## config.mk

```make
export PLATFORM = sky130hd
export DESIGN_NAME = fpadd_arbiter
export DESIGN_NICKNAME = d
export VERILOG_FILES = /design/src/rtl/fpadd_arb_pkg.sv /design/src/rtl/fpadd_arbiter_rr_arbiter.sv /design/src/rtl/fpadd_arbiter.sv
export SDC_FILE = /design/constraint.sdc
export NUM_CORES = 1
export LEC_CHECK = 0
export CAP_MARGIN = 20
export CORE_AREA = 8 8 150 152
export DETAILED_ROUTE_END_ITERATION = 16
export DIE_AREA = 0 0 158 160
export DONT_BUFFER_PORTS = 1
export GPL_TIMING_DRIVEN = 0
export SLEW_MARGIN = 15
export SYNTH_ARGS = -nofsm -noshare
export SYNTH_HDL_FRONTEND = slang
export SYNTH_SLANG_ARGS = --single-unit
```

## constraint.sdc

```tcl
create_clock -name clk -period 3.82 [get_ports clk]
set_input_delay 0.191 -clock clk [delete_from_list [all_inputs] [get_ports clk]]
set_output_delay 0.191 -clock clk [all_outputs]
set_load 0.01 [all_outputs]
```

## src/rtl/fpadd_arb_pkg.sv

```systemverilog
// Shared types and constants for the fpadd arbiter.
package fpadd_arb_pkg;

  localparam int unsigned DEF_NUM_REQ     = 4;
  localparam int unsigned DEF_TIMEOUT_CYC = 64;
  localparam int unsigned FP_W            = 32;

  // Quiet NaN returned when the shared adder never completes.
  localparam logic [FP_W-1:0] QNAN = 32'h7FC0_0000;

  typedef enum logic [2:0] {
    ST_IDLE  = 3'd0,
    ST_ISSUE = 3'd1,
    ST_WAIT  = 3'd2,
    ST_RESP  = 3'd3,
    ST_DRAIN = 3'd4
  } arb_state_t;

endpackage

```

## src/rtl/fpadd_arbiter_rr_arbiter.sv

```systemverilog
// Round-robin grant: lowest requesting index above last_idx, wrapping.
module rr_arbiter
  import fpadd_arb_pkg::*;
#(
  parameter int unsigned NUM_REQ = DEF_NUM_REQ,
  parameter int unsigned IDX_W   = $clog2(NUM_REQ)
) (
  input  logic [NUM_REQ-1:0] req,
  input  logic [IDX_W-1:0]   last_idx,
  output logic [NUM_REQ-1:0] grant,
  output logic [IDX_W-1:0]   grant_idx
);

  logic [31:0] cand;
  logic        found;

  // Scan the NUM_REQ positions after last_idx; first requester found wins.
  always_comb begin
    grant     = '0;
    grant_idx = '0;
    found     = 1'b0;
    cand      = '0;
    for (int unsigned i = 1; i <= NUM_REQ; i++) begin
      cand = 32'(last_idx) + i;
      if (cand >= NUM_REQ) begin
        cand = cand - NUM_REQ;
      end
      if (!found && req[cand[IDX_W-1:0]]) begin
        found                    = 1'b1;
        grant[cand[IDX_W-1:0]]   = 1'b1;
        grant_idx                = cand[IDX_W-1:0];
      end
    end
  end

endmodule

```

## src/rtl/fpadd_arbiter.sv

```systemverilog
// Shares one multi-cycle fpadd unit among NUM_REQ requesters.
// Optional watchdog: define FPADD_ARB_TIMEOUT_EN to abort a WAIT that
// lasts TIMEOUT_CYC cycles with rsp_err=1 and a quiet-NaN result.
module fpadd_arbiter
  import fpadd_arb_pkg::*;
#(
  parameter int unsigned NUM_REQ     = DEF_NUM_REQ,
  parameter int unsigned TIMEOUT_CYC = DEF_TIMEOUT_CYC
) (
  input  logic                    clk,
  input  logic                    reset,
  input  logic [NUM_REQ-1:0]      req_valid,
  input  logic [FP_W*NUM_REQ-1:0] req_a,
  input  logic [FP_W*NUM_REQ-1:0] req_b,
  output logic [NUM_REQ-1:0]      req_ready,
  output logic [NUM_REQ-1:0]      rsp_valid,
  output logic [FP_W-1:0]         rsp_sum,
  output logic                    rsp_err,
  output logic                    fpu_start,
  output logic [FP_W-1:0]         fpu_a,
  output logic [FP_W-1:0]         fpu_b,
  input  logic [FP_W-1:0]         fpu_sum,
  input  logic                    fpu_done
);

  localparam int unsigned IDX_W = $clog2(NUM_REQ);

  // Reject unsupported configurations at elaboration.
  if (NUM_REQ < 2 || NUM_REQ > 8 || TIMEOUT_CYC < 1) begin : g_cfg_check
    $error("fpadd_arbiter: NUM_REQ must be 2..8 and TIMEOUT_CYC >= 1");
  end

  arb_state_t          state;
  logic [IDX_W-1:0]    last_grant;
  logic [NUM_REQ-1:0]  owner_oh;
  logic [FP_W-1:0]     op_a;
  logic [FP_W-1:0]     op_b;
  logic [FP_W-1:0]     result;

  logic [NUM_REQ-1:0]  grant;
  logic [IDX_W-1:0]    grant_idx;
  logic [FP_W-1:0]     a_sel;
  logic [FP_W-1:0]     b_sel;

`ifdef FPADD_ARB_TIMEOUT_EN
  localparam int unsigned CNT_W = $clog2(TIMEOUT_CYC + 1);
  logic [CNT_W-1:0] wait_cnt;
`else
  assign rsp_err = 1'b0;
`endif

  rr_arbiter #(
    .NUM_REQ (NUM_REQ),
    .IDX_W   (IDX_W)
  ) u_rr_arbiter (
    .req       (req_valid),
    .last_idx  (last_grant),
    .grant     (grant),
    .grant_idx (grant_idx)
  );

  // Select the granted requester's operand pair.
  always_comb begin
    a_sel = '0;
    b_sel = '0;
    for (int unsigned i = 0; i < NUM_REQ; i++) begin
      if (grant[i]) begin
        a_sel = req_a[i*FP_W +: FP_W];
        b_sel = req_b[i*FP_W +: FP_W];
      end
    end
  end

  assign rsp_sum = result;
  assign fpu_a   = op_a;
  assign fpu_b   = op_b;

  // Operation sequencer: grant, issue, wait, respond, drain stale done.
  always_ff @(posedge clk) begin
    if (reset) begin
      state      <= ST_IDLE;
      last_grant <= IDX_W'(NUM_REQ - 1);
      owner_oh   <= '0;
      op_a       <= '0;
      op_b       <= '0;
      result     <= '0;
      req_ready  <= '0;
      rsp_valid  <= '0;
      fpu_start  <= 1'b0;
`ifdef FPADD_ARB_TIMEOUT_EN
      wait_cnt   <= '0;
      rsp_err    <= 1'b0;
`endif
    end else begin
      req_ready <= '0;
      rsp_valid <= '0;
      case (state)
        ST_IDLE: begin
          if (|req_valid) begin
            req_ready  <= grant;
            owner_oh   <= grant;
            last_grant <= grant_idx;
            op_a       <= a_sel;
            op_b       <= b_sel;
            fpu_start  <= 1'b1;
            state      <= ST_ISSUE;
          end
        end
        ST_ISSUE: begin
          state <= ST_WAIT;
`ifdef FPADD_ARB_TIMEOUT_EN
          wait_cnt <= '0;
`endif
        end
        ST_WAIT: begin
          if (fpu_done) begin
            result    <= fpu_sum;
            fpu_start <= 1'b0;
            rsp_valid <= owner_oh;
            state     <= ST_RESP;
`ifdef FPADD_ARB_TIMEOUT_EN
            rsp_err   <= 1'b0;
          end else if (wait_cnt == CNT_W'(TIMEOUT_CYC - 1)) begin
            result    <= QNAN;
            rsp_err   <= 1'b1;
            fpu_start <= 1'b0;
            rsp_valid <= owner_oh;
            state     <= ST_RESP;
          end else begin
            wait_cnt  <= wait_cnt + CNT_W'(1);
`endif
          end
        end
        ST_RESP: begin
          state <= ST_DRAIN;
`ifdef FPADD_ARB_TIMEOUT_EN
          rsp_err <= 1'b0;
`endif
        end
        ST_DRAIN: begin
          if (!fpu_done) begin
            state <= ST_IDLE;
          end
        end
        default: begin
          fpu_start <= 1'b0;
          state     <= ST_IDLE;
        end
      endcase
    end
  end

endmodule
```

=== Word level (Yosys, flattened, before mapping) ===
Cells that the tools add are included.

* Word-level logic and storage cells: 109
* Bits in registers: 114
* Bits of input ports: 295

* Bitwise operators: 8
* Mux-type cells: 46
* Equal/unequal tests: 7
* Order comparisons: 12
* Reductions and logical operators: 19
* Add/sub/neg operators: 8

{| class="wikitable"
|+ Operators by type and width
! kind !! number
|-
| $mux 32 || 8
|-
| $mux 2 || 8
|-
| $mux 4 || 4
|-
| $pmux 3 s5 || 1
|-
| $mux 1 || 13
|-
| $lt 2x3->1 const B || 4
|-
| $or 4x4->4 || 3
|-
| $ge 3x3->1 const B || 3
|-
| $mux 3 || 3
|-
| $reduce_or 3->1 || 3
|-
| $bmux 1 s2 || 4
|-
| $demux 1 s2 || 4
|-
| $ge 2x1->1 const B || 4
|-
| $sub 2x1->2 const B || 4
|-
| $logic_and 1x1->1 || 7
|-
| $add 2x2->3 const B || 2
|-
| $eq 3x2->1 const B || 2
|-
| $ne 2x2->1 const B || 3
|-
| $reduce_and 3->1 || 2
|-
| $not 1->1 || 5
|-
| $add 2x3->4 const B || 1
|-
| $ge 4x3->1 const B || 1
|-
| $reduce_and 2->1 || 2
|-
| $reduce_or 4->1 || 1
|-
| 6 further kinds || 8
|}

=== Logic depth before layout (Yosys ltp) ===
Gate-level depths: netlist (run 1).

* Depth after elaboration: 19
* Gate-level depth with buffers: 12
* Mapped depth without buffers: 8

=== Hierarchy ===
A second synthesis (run 1) with hierarchy kept.

* Cell total of the unflattened synthesis: 775
* Area, all modules: 6412.4 µm²

{| class="wikitable"
|+ Modules (own cells, without submodules)
! module !! seq. area each (µm²) !! area each (µm²) !! instances !! cells each
|-
| fpadd_arbiter || 2282.2 || 5921.9 || 1 || 716
|-
| rr_arbiter || 0.0 || 490.5 || 1 || 59
|}

=== Least setup slack after synthesis (run 1) ===
OpenSTA, ideal clock, no wires.

* Kind: register -> register
* Start point: register last_grant[0]
* End point: register op_a[0] (netlist: fpu_a[0])
* Required time: 3.691 ns
* Data arrival time: 2.808 ns
* Cell stages (with the launch flop): 13
* Period minus slack after synthesis: 2.937 ns
* Path slack: 0.883 ns
* Library setup time: 0.129 ns
* Path through: dfxtp_1 buf_6 inv_1 ha_1 mux4_2 buf_4 nor4b_2 a31oi_2 o211a_4 and3_4 buf_6 buf_6 a211oi_2

* Cells in the longest elaborated chain, start to end: 19

{| class="wikitable"
|+ Ends and longest elaborated chain
! element !! RTL line !! source
|-
| start, declared || fpadd_arbiter.sv:34 || <nowiki>logic [IDX_W-1:0] last_grant;</nowiki>
|-
| start signal, assigned || fpadd_arbiter.sv:82 || <nowiki>last_grant <= IDX_W'(NUM_REQ - 1);</nowiki>
|-
| start signal, assigned || fpadd_arbiter.sv:102 || <nowiki>last_grant <= grant_idx;</nowiki>
|-
| branches (longest 14 deep; another with $add 2x1->3) || - ||
|-
| $mux 4 (*) || fpadd_arbiter_rr_arbiter.sv:28 || <nowiki>if (!found && req[cand[IDX_W-1:0]]) begin</nowiki>
|-
| $mux 32 (3 in series) || fpadd_arbiter.sv:67 || <nowiki>if (grant[i]) begin</nowiki>
|-
| $mux 32 (*) || fpadd_arbiter.sv:67 ||
|-
| end signal, assigned || fpadd_arbiter.sv:103 || <nowiki>op_a <= a_sel;</nowiki>
|-
| end, declared || fpadd_arbiter.sv:36 || <nowiki>logic [FP_W-1:0] op_a;</nowiki>
|}

Every way passes the cells marked *. The select of a mux whose other input is x is not followed.
A chain may end at the register's enable or synchronous reset.

=== Worst setup path after layout (run 1) ===
* Start point: register last_grant[1]
* End point: register op_b[26] (netlist: fpu_b[26])

* Cells in the longest elaborated chain, start to end: 19

{| class="wikitable"
|+ Ends and longest elaborated chain
! element !! RTL line !! source
|-
| branches (longest 14 deep; another with $add 2x1->3) || - ||
|-
| $mux 4 (*) || fpadd_arbiter_rr_arbiter.sv:28 ||
|-
| $mux 32 (3 in series) || fpadd_arbiter.sv:67 ||
|-
| $mux 32 (*) || fpadd_arbiter.sv:67 ||
|-
| end signal, assigned || fpadd_arbiter.sv:104 || <nowiki>op_b <= b_sel;</nowiki>
|-
| end, declared || fpadd_arbiter.sv:37 || <nowiki>logic [FP_W-1:0] op_b;</nowiki>
|}

Marked as above.

==> results of run 1 <==
where the power goes:
group | internal, mW | switching (mW) | leakage [nW] | total [mW]
Clock | 1.11 | 0.612 | 0.293 | 1.72
Sequential | 1.53 | 0.425 | 0.938 | 1.95
Combinational | 1.49 | 2.40 | 1.77 | 3.89
Total | 4.13 | 3.44 | 3.00 | 7.57
cell type report:
cell class / instances / area [um2]
buffer: 79 / 467.9
multi-input combinational: 585 / 3799
sequential: 114 / 2282
fill: 2004 / 11520
timing repair buffer: 97 / 972.2
antenna: 5 / 12.51
clock buffer: 20 / 446.7
clock inverter: 12 / 181.4
inverter: 5 / 18.77
tap: 270 / 337.8
cells in the mapped netlist, types with 2 or more instances:
cell type and number:
sky130_fd_sc_hd__nor2_1 205, sky130_fd_sc_hd__dfxtp_1 114, sky130_fd_sc_hd__nand2_1 73, sky130_fd_sc_hd__o31ai_1 64
sky130_fd_sc_hd__a211oi_2 60, sky130_fd_sc_hd__a22oi_1 44, sky130_fd_sc_hd__clkbuf_1 40, sky130_fd_sc_hd__a21oi_1 39
sky130_fd_sc_hd__a22oi_2 20, sky130_fd_sc_hd__buf_6 13, sky130_fd_sc_hd__a211oi_1 10, sky130_fd_sc_hd__buf_2 10
sky130_fd_sc_hd__buf_4 10, sky130_fd_sc_hd__ha_1 8, sky130_fd_sc_hd__nor3_1 7, sky130_fd_sc_hd__nand2b_1 6
sky130_fd_sc_hd__inv_1 5, sky130_fd_sc_hd__mux4_2 5, sky130_fd_sc_hd__nand3b_1 5, sky130_fd_sc_hd__nor2b_1 5
sky130_fd_sc_hd__and2_1 4, sky130_fd_sc_hd__buf_1 3, sky130_fd_sc_hd__o211a_1 3, sky130_fd_sc_hd__o21ai_0 3
sky130_fd_sc_hd__a21o_1 2, sky130_fd_sc_hd__clkbuf_8 2, sky130_fd_sc_hd__nor3b_1 2, sky130_fd_sc_hd__o41ai_2 2
sky130_fd_sc_hd__xnor2_1 2
timing repair:
item | 4_1_cts | 5_1_grt
hold buffers | 96 | 0
endpoints found under the hold margin | 97 | 0
resized for setup | 0 | 0
setup buffers | 0 | 0
sequential cells by signal (all words and copies together), names as in the netlist:
name and flops:
fpu_b 32, req_ready 4, fpu_start 1, state 3
rsp_sum 32, last_grant 2, rsp_valid 4, fpu_a 32
owner_oh 4
worst min-delay path by stage:
stage | from | end | depth (start not counted)
3_3_place_gp | fpu_sum[19] | rsp_sum[19] | 2
3_5_place_dp | fpu_sum[20] | rsp_sum[20] | 2
6_report | req_a[7] | fpu_a[7] | 2
4_1_cts | req_a[94] | fpu_a[30] | 2
2_1_floorplan | fpu_sum[0] | rsp_sum[0] | 2
5_1_grt | req_a[7] | fpu_a[7] | 2
cells in the final DEF (no fill, tap or decap), types with 3 or more instances in the layout:
master and n:
sky130_fd_sc_hd__and2_1 4, sky130_fd_sc_hd__nand2_1 73, sky130_fd_sc_hd__buf_6 14, sky130_fd_sc_hd__clkbuf_16 17, sky130_fd_sc_hd__o31ai_1 64, sky130_fd_sc_hd__buf_4 10
sky130_fd_sc_hd__o211a_1 3, sky130_fd_sc_hd__a22oi_1 44, sky130_fd_sc_hd__dlygate4sd3_1 96, sky130_fd_sc_hd__mux4_2 5, sky130_fd_sc_hd__clkinvlp_4 4, sky130_fd_sc_hd__a211oi_1 10
sky130_fd_sc_hd__clkbuf_8 3, sky130_fd_sc_hd__a22oi_2 20, sky130_fd_sc_hd__a21oi_1 39, sky130_fd_sc_hd__nor2b_1 5, sky130_fd_sc_hd__a211oi_2 60, sky130_fd_sc_hd__buf_1 3
sky130_fd_sc_hd__nand3b_1 5, sky130_fd_sc_hd__nand2b_1 6, sky130_fd_sc_hd__o21ai_0 3, sky130_fd_sc_hd__nor3_1 7, sky130_fd_sc_hd__clkbuf_1 42, sky130_fd_sc_hd__nor2_1 205
sky130_fd_sc_hd__ha_1 8, sky130_fd_sc_hd__bufinv_16 4, sky130_fd_sc_hd__dfxtp_1 114, sky130_fd_sc_hd__diode_2 5, sky130_fd_sc_hd__inv_1 5, sky130_fd_sc_hd__buf_2 10
logic make-up after synthesis:
group / count (synthesis) / synth area share [%]
adders and majority gates: 8 / 1.526
xor gates and xnor gates: 2 / 0.2671
AOI/OAI and AO/OA: 253 / 34.26
muxes: 6 / 1.889
other: 1 / 0.05718
DFF: 114 / 34.80
buffers and inverters: 84 / 7.421
and+or+nand+nor: 315 / 19.78
through the flow:
step	power, mW	setup slack, ns	hold slack [ns]	util [%]
finish	7.566	0.2122	0.03879	42.51
CTS	7.598	0.1645	0.01777	42.45
detailed placement	5.773	0.1781	0.3361	34.52
global route	8.025	0.0007718	0.03407	42.51
floorplan	4.742	0.8829	0.3270	-
global placement	5.731	0.1529	0.3311	34.42
metal layers:
layer	routed length [um]	GRT usage, %
met4	294	6.732
met1	10910	24.09
met5	0	0
met2	14990	37.89
met3	3326	8.448
==> Implementation_results.wiki, run 1 <==
{| class="wikitable"
! Metric !! Value
|-
| Result of the run || complete, no violations
|-
| Total number of cells along the worst setup path || 10
|-
| Launch point of the worst reg-to-reg path || last_grant[1]
|-
| IO Port Bufs || 0
|-
| Gate family responsible for the most delay along the worst path || buffers and inverters
|-
| Share of the synthesized area in the top cell type || 34.80%
|-
| Via Count || 6,535
|-
| Maximum frequency from static timing analysis || 0.2772 GHz
|-
| Final clock skew || 0.01390 ns
|-
| Category of the worst setup path launch point || flop
|-
| Crit path max-delay cell type || sky130_fd_sc_hd__o211ai_2
|-
| Dominant cell type by area after synthesis || sky130_fd_sc_hd__dfxtp_1
|-
| Post-route clock period utilization || 94.44%
|-
| Setup repair after global routing missed its margin || false
|-
| Final hold violation count || 0
|-
| Proportion of layout cells with a drive suffix above 1 || 17.76%
|-
| Post-layout nets || 1,202
|-
| Biggest fanout along the worst timing path || 10
|-
| Critical Path AT || 3.94 ns
|-
| Main flop type after synthesis || sky130_fd_sc_hd__dfxtp_1
|-
| Placeable core region || 20,040 um2
|-
| Top-Level Pins || 401
|-
| Via count of the first global-routing pass || 6,636
|-
| Hold/Removal Path Class || primary input to flop
|-
| Sum of net half-perimeters after detailed placement || 22,340 um
|-
| Clock latency at the later pin of the worst-skew pair || 0.41 ns
|-
| H-tree lvl count || 4
|-
| Placed insts || 1,054
|-
| Leakage power total || 3.001 nW
|-
| Type of the worst setup path || flop to flop
|-
| Flop and latch count out of synthesis || 114
|-
| R2r worst-path depth || 10
|-
| Residual overflow from global routing || 0
|-
| Number of max-slew violations in the final report || 0
|-
| Largest stage delay on the critical path || 0.61 ns
|-
| Clock tree root driver cell || sky130_fd_sc_hd__clkbuf_16
|-
| Clock transition at the registers of the reported paths || 0.07 ns
|-
| GRT Util Overall || 21.86%
|-
| Via-per-instance ratio || 5.505
|-
| Cell chain of the critical path || inv_1, ha_1, mux4_2, buf_4, nand3b_1, a21oi_1, o211ai_2, clkbuf_1, nor2_1, a211oi_2
|-
| Required time of the worst setup path || 4.15 ns
|-
| Mapped Nets || 1,086
|-
| Largest voltage drop on the vdd net || 366.7 uV
|-
| Number of antenna violations at the first check in global routing || 5
|-
| Number of buffers created by CTS || 17
|-
| Max cap viols || 0
|-
| Pin count of the biggest net entering global routing || 17
|-
| Area added between synthesis and finish || 29.87%
|-
| Post-synth EDFFs || 0
|-
| Final critical delay including setup and external delays || 3.608 ns
|-
| Per-cell routed wire length || 24.87 um
|-
| Maximum buffer depth of the clock tree || 2
|-
| Cell area power density || 888.2 nW/um2
|-
| Die W || 158 um
|-
| Top post-synthesis cells by area || sky130_fd_sc_hd__dfxtp_1 (35%), sky130_fd_sc_hd__nor2_1 (12%), sky130_fd_sc_hd__a211oi_2 (11%), sky130_fd_sc_hd__o31ai_1 (7.3%), sky130_fd_sc_hd__a22oi_1 (5.0%)
|-
| First drt pass iteration count || 5
|-
| Post-route DRC || 0
|-
| First DRT Iteration DRCs || 677
|-
| Proportion of synthesized chip area in sequential cells || 34.80%
|-
| Number of warnings printed during yosys synthesis || 0
|-
| Die Area || 25,280 um2
|-
| Proportion of register bits with asynchronous set or reset after synthesis || 0%
|-
| Worst setup path end || fpu_b[26]
|-
| Endpoint type of the worst setup path || flop
|-
| Total setup violations reported at the end of the flow || 0
|-
| Cell area reported after detailed placement || 6917 um2
|-
| Count of clock tree sinks || 114
|-
| Mean post-synth cell area || 8.376 um2
|-
| Die outline height || 160 um
|-
| Number of distinct library cell variants in the gate-level netlist after synthesis || 46
|-
| TritonCTS clock tree || built
|-
| Post-layout instance area || 8518 um2
|-
| Placement Rows || 52
|-
| Source of the critical timing path || last_grant[1]
|-
| Routed Antenna Nets || 0
|-
| Combined area of all synthesized cells || 6559 um2
|-
| Worst reg2reg endpoint || fpu_b[26]
|-
| Gate Count Post-Synth || 783
|-
| Final-layout setup total negative slack || 0 ns
|-
| Flop-to-flop setup slack || 0.21 ns
|-
| Starting Density || 32.73%
|-
| Worst-case headroom to the max-slew limit || 42.05%
|-
| Post-route insts no fill || 1,187
|-
| Least-Margin Pin Slew || 0.8613 ns
|-
| First-pass GRT wire length || 41,870 um
|-
| Routed wire length || 29,520 um
|-
| Routability cong. || 0.8736
|-
| Count of buffering cells on the critical path with inverters included || 3
|}
Power figures use the tool's default switching activity.
==> run 2: changes to the inputs <==
Settings changed: CORE_AREA 8 8 150 152 to 8 8 149 151, DIE_AREA 0 0 158 160 to 0 0 157 159.
==> run 2 against run 1 <==
  * Worst hold slack got worse by 0.021 ns
  * Clock skew decreased by 0.0039 ns
  * Critical endpoint is now fpu_a[15]
  * Critical path depth unchanged
  * Die area decreased by 1.3%
  * Sequential power about the same
  * Global-route usage increased by 1.0 points
  * Power decreased by 2.5%
  * Sequential share of layout area increased by 0.27 points
  * Largest cell class unchanged
==> Implementation_results.wiki, run 2 (same netlist as run 1, synthesis figures left out) <==
{| class="wikitable"
! Metric !! Value
|-
| Pwr Total || 7.378 mW (was 7.566 mW)
|-
| Per-cell routed wire length || 24.97 um (was 24.87 um)
|-
| Number of antenna violations at the first check in global routing || 3 (was 5)
|-
| Pin count of the biggest net entering global routing || 17 (unchanged)
|-
| Commonest non-fill, non-tap cell in the layout || sky130_fd_sc_hd__nor2_1 (unchanged)
|-
| IO Port Bufs || 0 (unchanged)
|-
| Endpoint type of the worst setup path || flop (unchanged)
|-
| Category of the worst setup path launch point || flop (unchanged)
|-
| Starting Density || 33.05% (was 32.73%)
|-
| Residual overflow from global routing || 0 (unchanged)
|-
| Total number of cells along the worst setup path || 10 (unchanged)
|-
| Number of buffers created by CTS || 17 (unchanged)
|-
| Cell area power density || 875.0 nW/um2 (was 888.2 nW/um2)
|-
| Clock latency at the later pin of the worst-skew pair || 0.41 ns (about the same)
|-
| R2r worst-path depth || 10 (unchanged)
|-
| Count of buffering cells on the critical path with inverters included || 3 (unchanged)
|-
| Largest stage delay on the critical path || 0.52 ns (was 0.61 ns)
|-
| Final clock skew || 0.009995 ns (was 0.01390 ns)
|-
| Hold/Removal Path Class || primary input to flop (unchanged)
|-
| Count of clock tree sinks || 114 (unchanged)
|-
| Sum of net half-perimeters after detailed placement || 22,860 um (was 22,340 um)
|-
| Routability cong. || 0.8513 (was 0.8736)
|-
| Largest voltage drop on the vdd net || 415.0 uV (was 366.7 uV)
|-
| Leakage power total || 2.975 nW (was 3.001 nW)
|-
| Top-Level Pins || 401 (unchanged)
|-
| GRT Util Overall || 22.90% (was 21.86%)
|-
| Maximum frequency from static timing analysis || 0.2845 GHz (was 0.2772 GHz)
|-
| Post-layout instance area || 8432 um2 (was 8518 um2)
|-
| Critical Path AT || 3.85 ns (was 3.94 ns)
|-
| First DRT Iteration DRCs || 447 (was 677)
|-
| Type of the worst setup path || flop to flop (unchanged)
|-
| Routed wire length || 29,540 um (was 29,520 um)
|-
| Placement Rows || 52 (unchanged)
|-
| Proportion of layout cells with a drive suffix above 1 || 17.82% (was 17.76%)
|-
| Number of max-slew violations in the final report || 0 (unchanged)
|-
| Die W || 157 um (was 158 um)
|-
| Post-route DRC || 0 (unchanged)
|-
| Final hold violation count || 0 (unchanged)
|-
| Die Area || 24,960 um2 (was 25,280 um2)
|-
| Clock transition at the registers of the reported paths || 0.06 ns (was 0.07 ns)
|-
| Cell area reported after detailed placement || 6917 um2 (unchanged)
|-
| TritonCTS clock tree || built (unchanged)
|-
| Routed Antenna Nets || 0 (unchanged)
|-
| Placeable core region || 19,840 um2 (was 20,040 um2)
|-
| H-tree lvl count || 4 (unchanged)
|-
| Commonest cells after routing, fill and taps aside || sky130_fd_sc_hd__nor2_1 (205), sky130_fd_sc_hd__dfxtp_1 (114), sky130_fd_sc_hd__dlygate4sd3_1 (95) (was sky130_fd_sc_hd__nor2_1 (205), sky130_fd_sc_hd__dfxtp_1 (114), sky130_fd_sc_hd__dlygate4sd3_1 (96))
|-
| Biggest fanout along the worst timing path || 10 (unchanged)
|-
| Cell chain of the critical path || inv_1, ha_1, mux4_2, buf_4, nand3b_1, a21oi_1, o211ai_4, clkbuf_1, nor2_1, a211oi_2 (was inv_1, ha_1, mux4_2, buf_4, nand3b_1, a21oi_1, o211ai_2, clkbuf_1, nor2_1, a211oi_2)
|-
| Gate family responsible for the most delay along the worst path || buffers and inverters (unchanged)
|-
| Via count of the first global-routing pass || 6,775 (was 6,636)
|-
| Crit path max-delay cell type || sky130_fd_sc_hd__mux4_2 (was sky130_fd_sc_hd__o211ai_2)
|-
| Total setup violations reported at the end of the flow || 0 (unchanged)
|-
| Clock tree root driver cell || sky130_fd_sc_hd__clkbuf_16 (unchanged)
|-
| First-pass GRT wire length || 43,270 um (was 41,870 um)
|-
| Worst-case headroom to the max-slew limit || 30.90% (was 42.05%)
|-
| Post-layout nets || 1,201 (was 1,202)
|-
| Maximum buffer depth of the clock tree || 2 (unchanged)
|-
| Max cap viols || 0 (unchanged)
|-
| Final critical delay including setup and external delays || 3.515 ns (was 3.608 ns)
|-
| Via-per-instance ratio || 5.507 (was 5.505)
|-
| Die outline height || 159 um (was 160 um)
|-
| Setup repair after global routing missed its margin || false (unchanged)
|-
| Post-route clock period utilization || 92.01% (was 94.44%)
|-
| Area added between synthesis and finish || 28.56% (was 29.87%)
|-
| Least-Margin Pin Slew || 1.027 ns (was 0.8613 ns)
|-
| Via Count || 6,515 (was 6,535)
|-
| Result of the run || complete, no violations (unchanged)
|-
| Required time of the worst setup path || 4.15 ns (about the same)
|-
| Worst Hold Depth || 2 (unchanged)
|-
| First drt pass iteration count || 5 (unchanged)
|}
[run 2: cell types whose count changed in the layout (fill, tap and decap cells not counted), sizes merged]
| cell | before | now |
|---|---|---|
| clkinv | 3 | 7 |
| diode | 5 | 4 |
| inv | 6 | 5 |
| clkinvlp | 4 | 2 |
| dlygate4sd3 | 96 | 95 |
| bufinv | 4 | 1 |
[run 2: area by class of cell]
type / count / area (um2)
well taps: 270 / 337.8
plain buffers: 79 / 469.2
clock buffers: 20 / 456.7
clock inverters: 10 / 87.58
inverters: 5 / 18.77
multi-input cells: 585 / 3807
diodes: 4 / 10.01
flip-flops and latches: 114 / 2282
repair buffers: 96 / 962.2
fillers: 2003 / 11410
[run 2: routing by layer]
metal | vias up | part of all wire (%) | global-route usage [%]
li1 | 3038 | - | -
met1 | 3059 | 38 | 25.20
met2 | 368 | 49 | 38.97
met3 | 50 | 10 | 8.578
met4 | 0 | 3.2 | 9.135
met5 | - | 0 | 0
[run 2: what timing repair did]
action	in CTS	in global routing
gates resized for setup	1	2
endpoints found under the hold margin	96	0
hold buffers	95	0
endpoints found under the setup margin	10	10
setup buffers	0	0
[run 2: worst paths after layout]
check | startpoint | end | slack (ns)
setup / recovery | last_grant[1] | fpu_a[15] | 0.31
hold / removal | req_a[94] | fpu_a[30] | 0.02
setup reg to reg | last_grant[1] | fpu_a[15] | 0.31
hold reg to reg | owner_oh[2] | rsp_valid[2] | 0.46
[run 2: power breakdown]
part           internal [mW]  switching, mW  leakage, nW
Combinational           1.49           2.43         1.77
Sequential              1.53          0.427        0.938
Clock                  0.917          0.584        0.267
[run 2: worst reg2reg max path, cell delays in order (launching register included)]
cell	delay (ns)
sky130_fd_sc_hd__dfxtp_1	0.50
sky130_fd_sc_hd__inv_1	0.24
sky130_fd_sc_hd__ha_1	0.47
sky130_fd_sc_hd__mux4_2	0.52
sky130_fd_sc_hd__buf_4	0.19
sky130_fd_sc_hd__nand3b_1	0.09
sky130_fd_sc_hd__a21oi_1	0.11
sky130_fd_sc_hd__o211ai_4	0.49
sky130_fd_sc_hd__clkbuf_1	0.53
sky130_fd_sc_hd__nor2_1	0.14
sky130_fd_sc_hd__a211oi_2	0.16
[run 2: per-stage QoR]
step / utilization, % / cells / setup TNS [ns] / worst slack, ns / hold WS (ns)
3_5_place_dp: 34.86 / 1054 / -0.3457 / -0.1525 / 0.3344
3_3_place_gp: 34.75 / 1053 / -0.1216 / -0.09545 / 0.3316
4_1_cts: 42.43 / 1179 / 0 / 0.02928 / 0.0001288
6_report: 42.49 / 1183 / 0 / 0.3053 / 0.01801
5_1_grt: 42.48 / 1182 / 0 / 0.002446 / 0.01280
2_1_floorplan: - / 783 / 0 / 0.8829 / 0.3270
==> run 3: changes to the inputs <==
Settings changed: ABC_AREA from default to 1, CORE_AREA 8 8 149 151 to 8 8 150 152, DIE_AREA 0 0 157 159 to 0 0 158 160.
==> run 3 against run 2 <==
  * Clock power increased by 13%
  * Critical path type unchanged
  * Clock-buffer cell count down 3
  * Setup slack improved by 0.20 ns
  * Flip-flop and latch count stayed put
  * Clock skew is 0.0097 ns higher
  * Highest routed layer unchanged
==> Implementation_results.wiki, run 3 <==
{| class="wikitable"
! Metric !! Value
|-
| Via Count || 8,088 (was 6,515)
|-
| Category of the worst setup path launch point || flop (unchanged)
|-
| Maximum buffer depth of the clock tree || 2 (unchanged)
|-
| Main flop type after synthesis || sky130_fd_sc_hd__dfxtp_1 (unchanged)
|-
| Placement Rows || 52 (unchanged)
|-
| Least-Margin Pin Slew || 0.7124 ns (was 1.027 ns)
|-
| Maximum frequency from static timing analysis || 0.3015 GHz (was 0.2845 GHz)
|-
| Final-layout setup total negative slack || 0 ns (unchanged)
|-
| Placeable core region || 20,040 um2 (was 19,840 um2)
|-
| Post-layout nets || 1,647 (was 1,201)
|-
| Number of warnings printed during yosys synthesis || 0 (unchanged)
|-
| Share of the synthesized area in the top cell type || 32.51% (was 34.80%)
|-
| IO Port Bufs || 0 (unchanged)
|-
| Die outline height || 160 um (was 159 um)
|-
| Dominant cell type by area after synthesis || sky130_fd_sc_hd__dfxtp_1 (unchanged)
|-
| Clock latency at the later pin of the worst-skew pair || 0.42 ns (was 0.41 ns)
|-
| Combined area of all synthesized cells || 7020 um2 (was 6559 um2)
|-
| Count of clock tree sinks || 114 (unchanged)
|-
| Routed Antenna Nets || 0 (unchanged)
|-
| H-tree lvl count || 4 (unchanged)
|-
| Proportion of register bits with asynchronous set or reset after synthesis || 0% (unchanged)
|-
| Proportion of synthesized chip area in sequential cells || 32.51% (was 34.80%)
|-
| TritonCTS clock tree || built (unchanged)
|-
| Final hold violation count || 0 (unchanged)
|-
| Setup repair after global routing missed its margin || false (unchanged)
|-
| Biggest fanout along the worst timing path || 10 (unchanged)
|-
| Max cap viols || 0 (unchanged)
|-
| Cell area power density || 1095 nW/um2 (was 875.0 nW/um2)
|-
| Via count of the first global-routing pass || 8,031 (was 6,775)
|-
| Mapped Nets || 1,489 (was 1,086)
|-
| Number of buffers created by CTS || 17 (unchanged)
|-
| Worst-case headroom to the max-slew limit || 52.51% (was 30.90%)
|-
| Endpoint type of the worst setup path || flop (unchanged)
|-
| Top cells by instance count after synthesis || sky130_fd_sc_hd__nand2_1 (483), sky130_fd_sc_hd__a21oi_1 (186), sky130_fd_sc_hd__inv_1 (154) (was sky130_fd_sc_hd__nor2_1 (205), sky130_fd_sc_hd__dfxtp_1 (114), sky130_fd_sc_hd__nand2_1 (73))
|-
| # hold bufs at CTS || 139 (was 95)
|-
| Post-route clock period utilization || 86.84% (was 92.01%)
|-
| Die Area || 25,280 um2 (was 24,960 um2)
|-
| Crit path max-delay cell type || sky130_fd_sc_hd__dlygate4sd3_1 (was sky130_fd_sc_hd__mux4_2)
|-
| Commonest non-fill, non-tap cell in the layout || sky130_fd_sc_hd__nand2_1 (was sky130_fd_sc_hd__nor2_1)
|-
| Critical Path AT || 3.62 ns (was 3.85 ns)
|-
| Required time of the worst setup path || 4.12 ns (was 4.15 ns)
|-
| Final critical delay including setup and external delays || 3.317 ns (was 3.515 ns)
|-
| Hold/Removal Path Class || primary input to flop (unchanged)
|-
| Fill cells || 2,069 (was 2,003)
|-
| Top post-synthesis cells by area || sky130_fd_sc_hd__dfxtp_1 (33%), sky130_fd_sc_hd__nand2_1 (26%), sky130_fd_sc_hd__a21oi_1 (13%), sky130_fd_sc_hd__inv_1 (8.2%), sky130_fd_sc_hd__nor2_1 (4.1%) (was sky130_fd_sc_hd__dfxtp_1 (35%), sky130_fd_sc_hd__nor2_1 (12%), sky130_fd_sc_hd__a211oi_2 (11%), sky130_fd_sc_hd__o31ai_1 (7.3%), sky130_fd_sc_hd__a22oi_1 (5.0%))
|-
| First drt pass iteration count || 6 (was 5)
|-
| Largest stage delay on the critical path || 0.55 ns (was 0.52 ns)
|-
| Starting Density || 35.03% (was 33.05%)
|-
| Commonest cells after routing, fill and taps aside || sky130_fd_sc_hd__nand2_1 (483), sky130_fd_sc_hd__a21oi_1 (186), sky130_fd_sc_hd__inv_1 (154) (was sky130_fd_sc_hd__nor2_1 (205), sky130_fd_sc_hd__dfxtp_1 (114), sky130_fd_sc_hd__dlygate4sd3_1 (95))
|-
| Pre-CTS WS || 0.9901 ns (was -0.1525 ns)
|-
| Postcts setup bufs || 0 (unchanged)
|-
| First DRT Iteration DRCs || 652 (was 447)
|-
| Type of the worst setup path || flop to flop (unchanged)
|-
| Gate Count Post-Synth || 1,186 (was 783)
|-
| Mean post-synth cell area || 5.919 um2 (was 8.376 um2)
|-
| Sum of net half-perimeters after detailed placement || 22,270 um (was 22,860 um)
|-
| Routability cong. || 0.9490 (was 0.8513)
|-
| Number of max-slew violations in the final report || 0 (unchanged)
|-
| Number of distinct library cell variants in the gate-level netlist after synthesis || 31 (was 46)
|-
| Proportion of layout cells with a drive suffix above 1 || 7.959% (was 17.82%)
|-
| Final worst slack || 0.5029 ns (was 0.3053 ns)
|-
| Most frequent cell on the critical path || sky130_fd_sc_hd__nand2_1
|-
| Quantity of gates resized following cts || 0 (was 1)
|-
| Pin count of the biggest net entering global routing || 17 (unchanged)
|-
| Die W || 158 um (was 157 um)
|-
| GRT Util Overall || 22.51% (was 22.90%)
|-
| Total setup violations reported at the end of the flow || 0 (unchanged)
|-
| Result of the run || complete, no violations (unchanged)
|-
| Largest voltage drop on the vdd net || 375.1 uV (was 415.0 uV)
|-
| Cell chain of the critical path || inv_1, ha_1, inv_1, nand3_1, nand2_1, nand2_1, inv_1, nand3_1, nand3_1, buf_2, buf_2, a21oi_1, nand2_1, dlygate4sd3_1, nand2_1 (was inv_1, ha_1, mux4_2, buf_4, nand3b_1, a21oi_1, o211ai_4, clkbuf_1, nor2_1, a211oi_2)
|-
| Top-Level Pins || 401 (unchanged)
|-
| First-pass GRT wire length || 44,560 um (was 43,270 um)
|-
| Final clock skew || 0.01968 ns (was 0.009995 ns)
|-
| Post-synth EDFFs || 0 (unchanged)
|-
| Area added between synthesis and finish || 33.42% (was 28.56%)
|-
| Per-cell routed wire length || 18.47 um (was 24.97 um)
|-
| Routed wire length || 30,080 um (was 29,540 um)
|-
| Post-layout instance area || 9366 um2 (was 8432 um2)
|-
| Cell area reported after detailed placement || 7358 um2 (was 6917 um2)
|-
| Leakage power total || 4.969 nW (was 2.975 nW)
|-
| Number of antenna violations at the first check in global routing || 2 (was 3)
|-
| Residual overflow from global routing || 0 (unchanged)
|-
| Flop and latch count out of synthesis || 114 (unchanged)
|-
| Flop-to-flop setup slack || 0.50 ns (was 0.31 ns)
|-
| Clock transition at the registers of the reported paths || 0.06 ns (about the same)
|-
| Post-route DRC || 0 (unchanged)
|-
| Clock tree root driver cell || sky130_fd_sc_hd__clkbuf_16 (unchanged)
|-
| Cell with the most instances after synthesis || sky130_fd_sc_hd__nand2_1 (was sky130_fd_sc_hd__nor2_1)
|-
| Via-per-instance ratio || 4.965 (was 5.507)
|}
## run 3: cell count changes in the layout (fill, tap and decap cells not counted), sizes merged, moves of 63 or more
| cell | before | now |
|---|---|---|
| a22oi | 64 | 1 |
| o31ai | 64 | 1 |
| inv | 5 | 168 |
| nand2 | 73 | 488 |
| a211oi | 70 | 0 |
| a21oi | 39 | 197 |
| nor2 | 205 | 79 |
## run 3: area by class of cell
class / instances / area [um2] / area share (%)
tap: 270 / 337.8 / 3.607
antenna: 2 / 5.005 / 0.05343
multi-input combinational: 842 / 3699 / 39.49
clock buffer: 17 / 425.4 / 4.542
buffer: 73 / 445.4 / 4.756
timing repair buffer: 139 / 1391 / 14.85
sequential: 114 / 2282 / 24.37
inverter: 157 / 594.3 / 6.345
clock inverter: 15 / 186.4 / 1.990
## run 3: path summary, 6_finish.rpt
path                 startpoint      endpoint  depth (start not counted)
setup / recovery  last_grant[1]     fpu_b[30]                         15
hold / removal       req_b[115]     fpu_b[19]                          4
setup reg to reg  last_grant[1]     fpu_b[30]                         15
hold reg to reg     owner_oh[3]  rsp_valid[3]                          2
## run 3: kinds of logic after synthesis
| kind of cell | Yosys count | synth area share (%) |
|---|---|---|
| simple gates | 589 | 32.78 |
| compound gates | 244 | 18.43 |
| buf+inv | 230 | 14.81 |
| flops | 114 | 32.51 |
| fa+ha+maj | 8 | 1.426 |
| other cells | 1 | 0.05342 |
## run 3: worst max-delay path: cells and delay by family (launching register included)
| kind | cells | cell delay, ns |
|---|---|---|
| and+or+nand+nor | 7 | 0.60 |
| buffers and inverters | 6 | 1.62 |
| DFF | 1 | 0.50 |
| adders and majority gates | 1 | 0.37 |
| AOI/OAI and AO/OA | 1 | 0.11 |
## run 3: report_power, final
group          leakage [nW]  switching (mW)  internal, mW  total (mW)
clock                 0.297           0.703         0.998        1.70
combinational          3.74            4.21          2.59        6.80
sequential            0.933           0.295          1.46        1.75
## run 3: layer usage
metal  track usage (%)  part of all wire (%)
met1             25.38                    39
met2             37.48                    47
met3             7.584                    10
met4             10.51                   3.4
met5                 0                     0
## run 3: through the flow
stage / hold slack, ns / total power, mW / utilization, % / cells
after floorplan: 0.3041 / 6.417 / - / 1186
after global routing: 0.02691 / 11.24 / 46.74 / 1629
after CTS: 0.001510 / 10.23 / 46.72 / 1627
after global placement: 0.3223 / 7.950 / 36.72 / 1456
final: 0.01651 / 10.25 / 46.74 / 1629
after detailed placement: 0.3348 / 8.004 / 36.72 / 1456
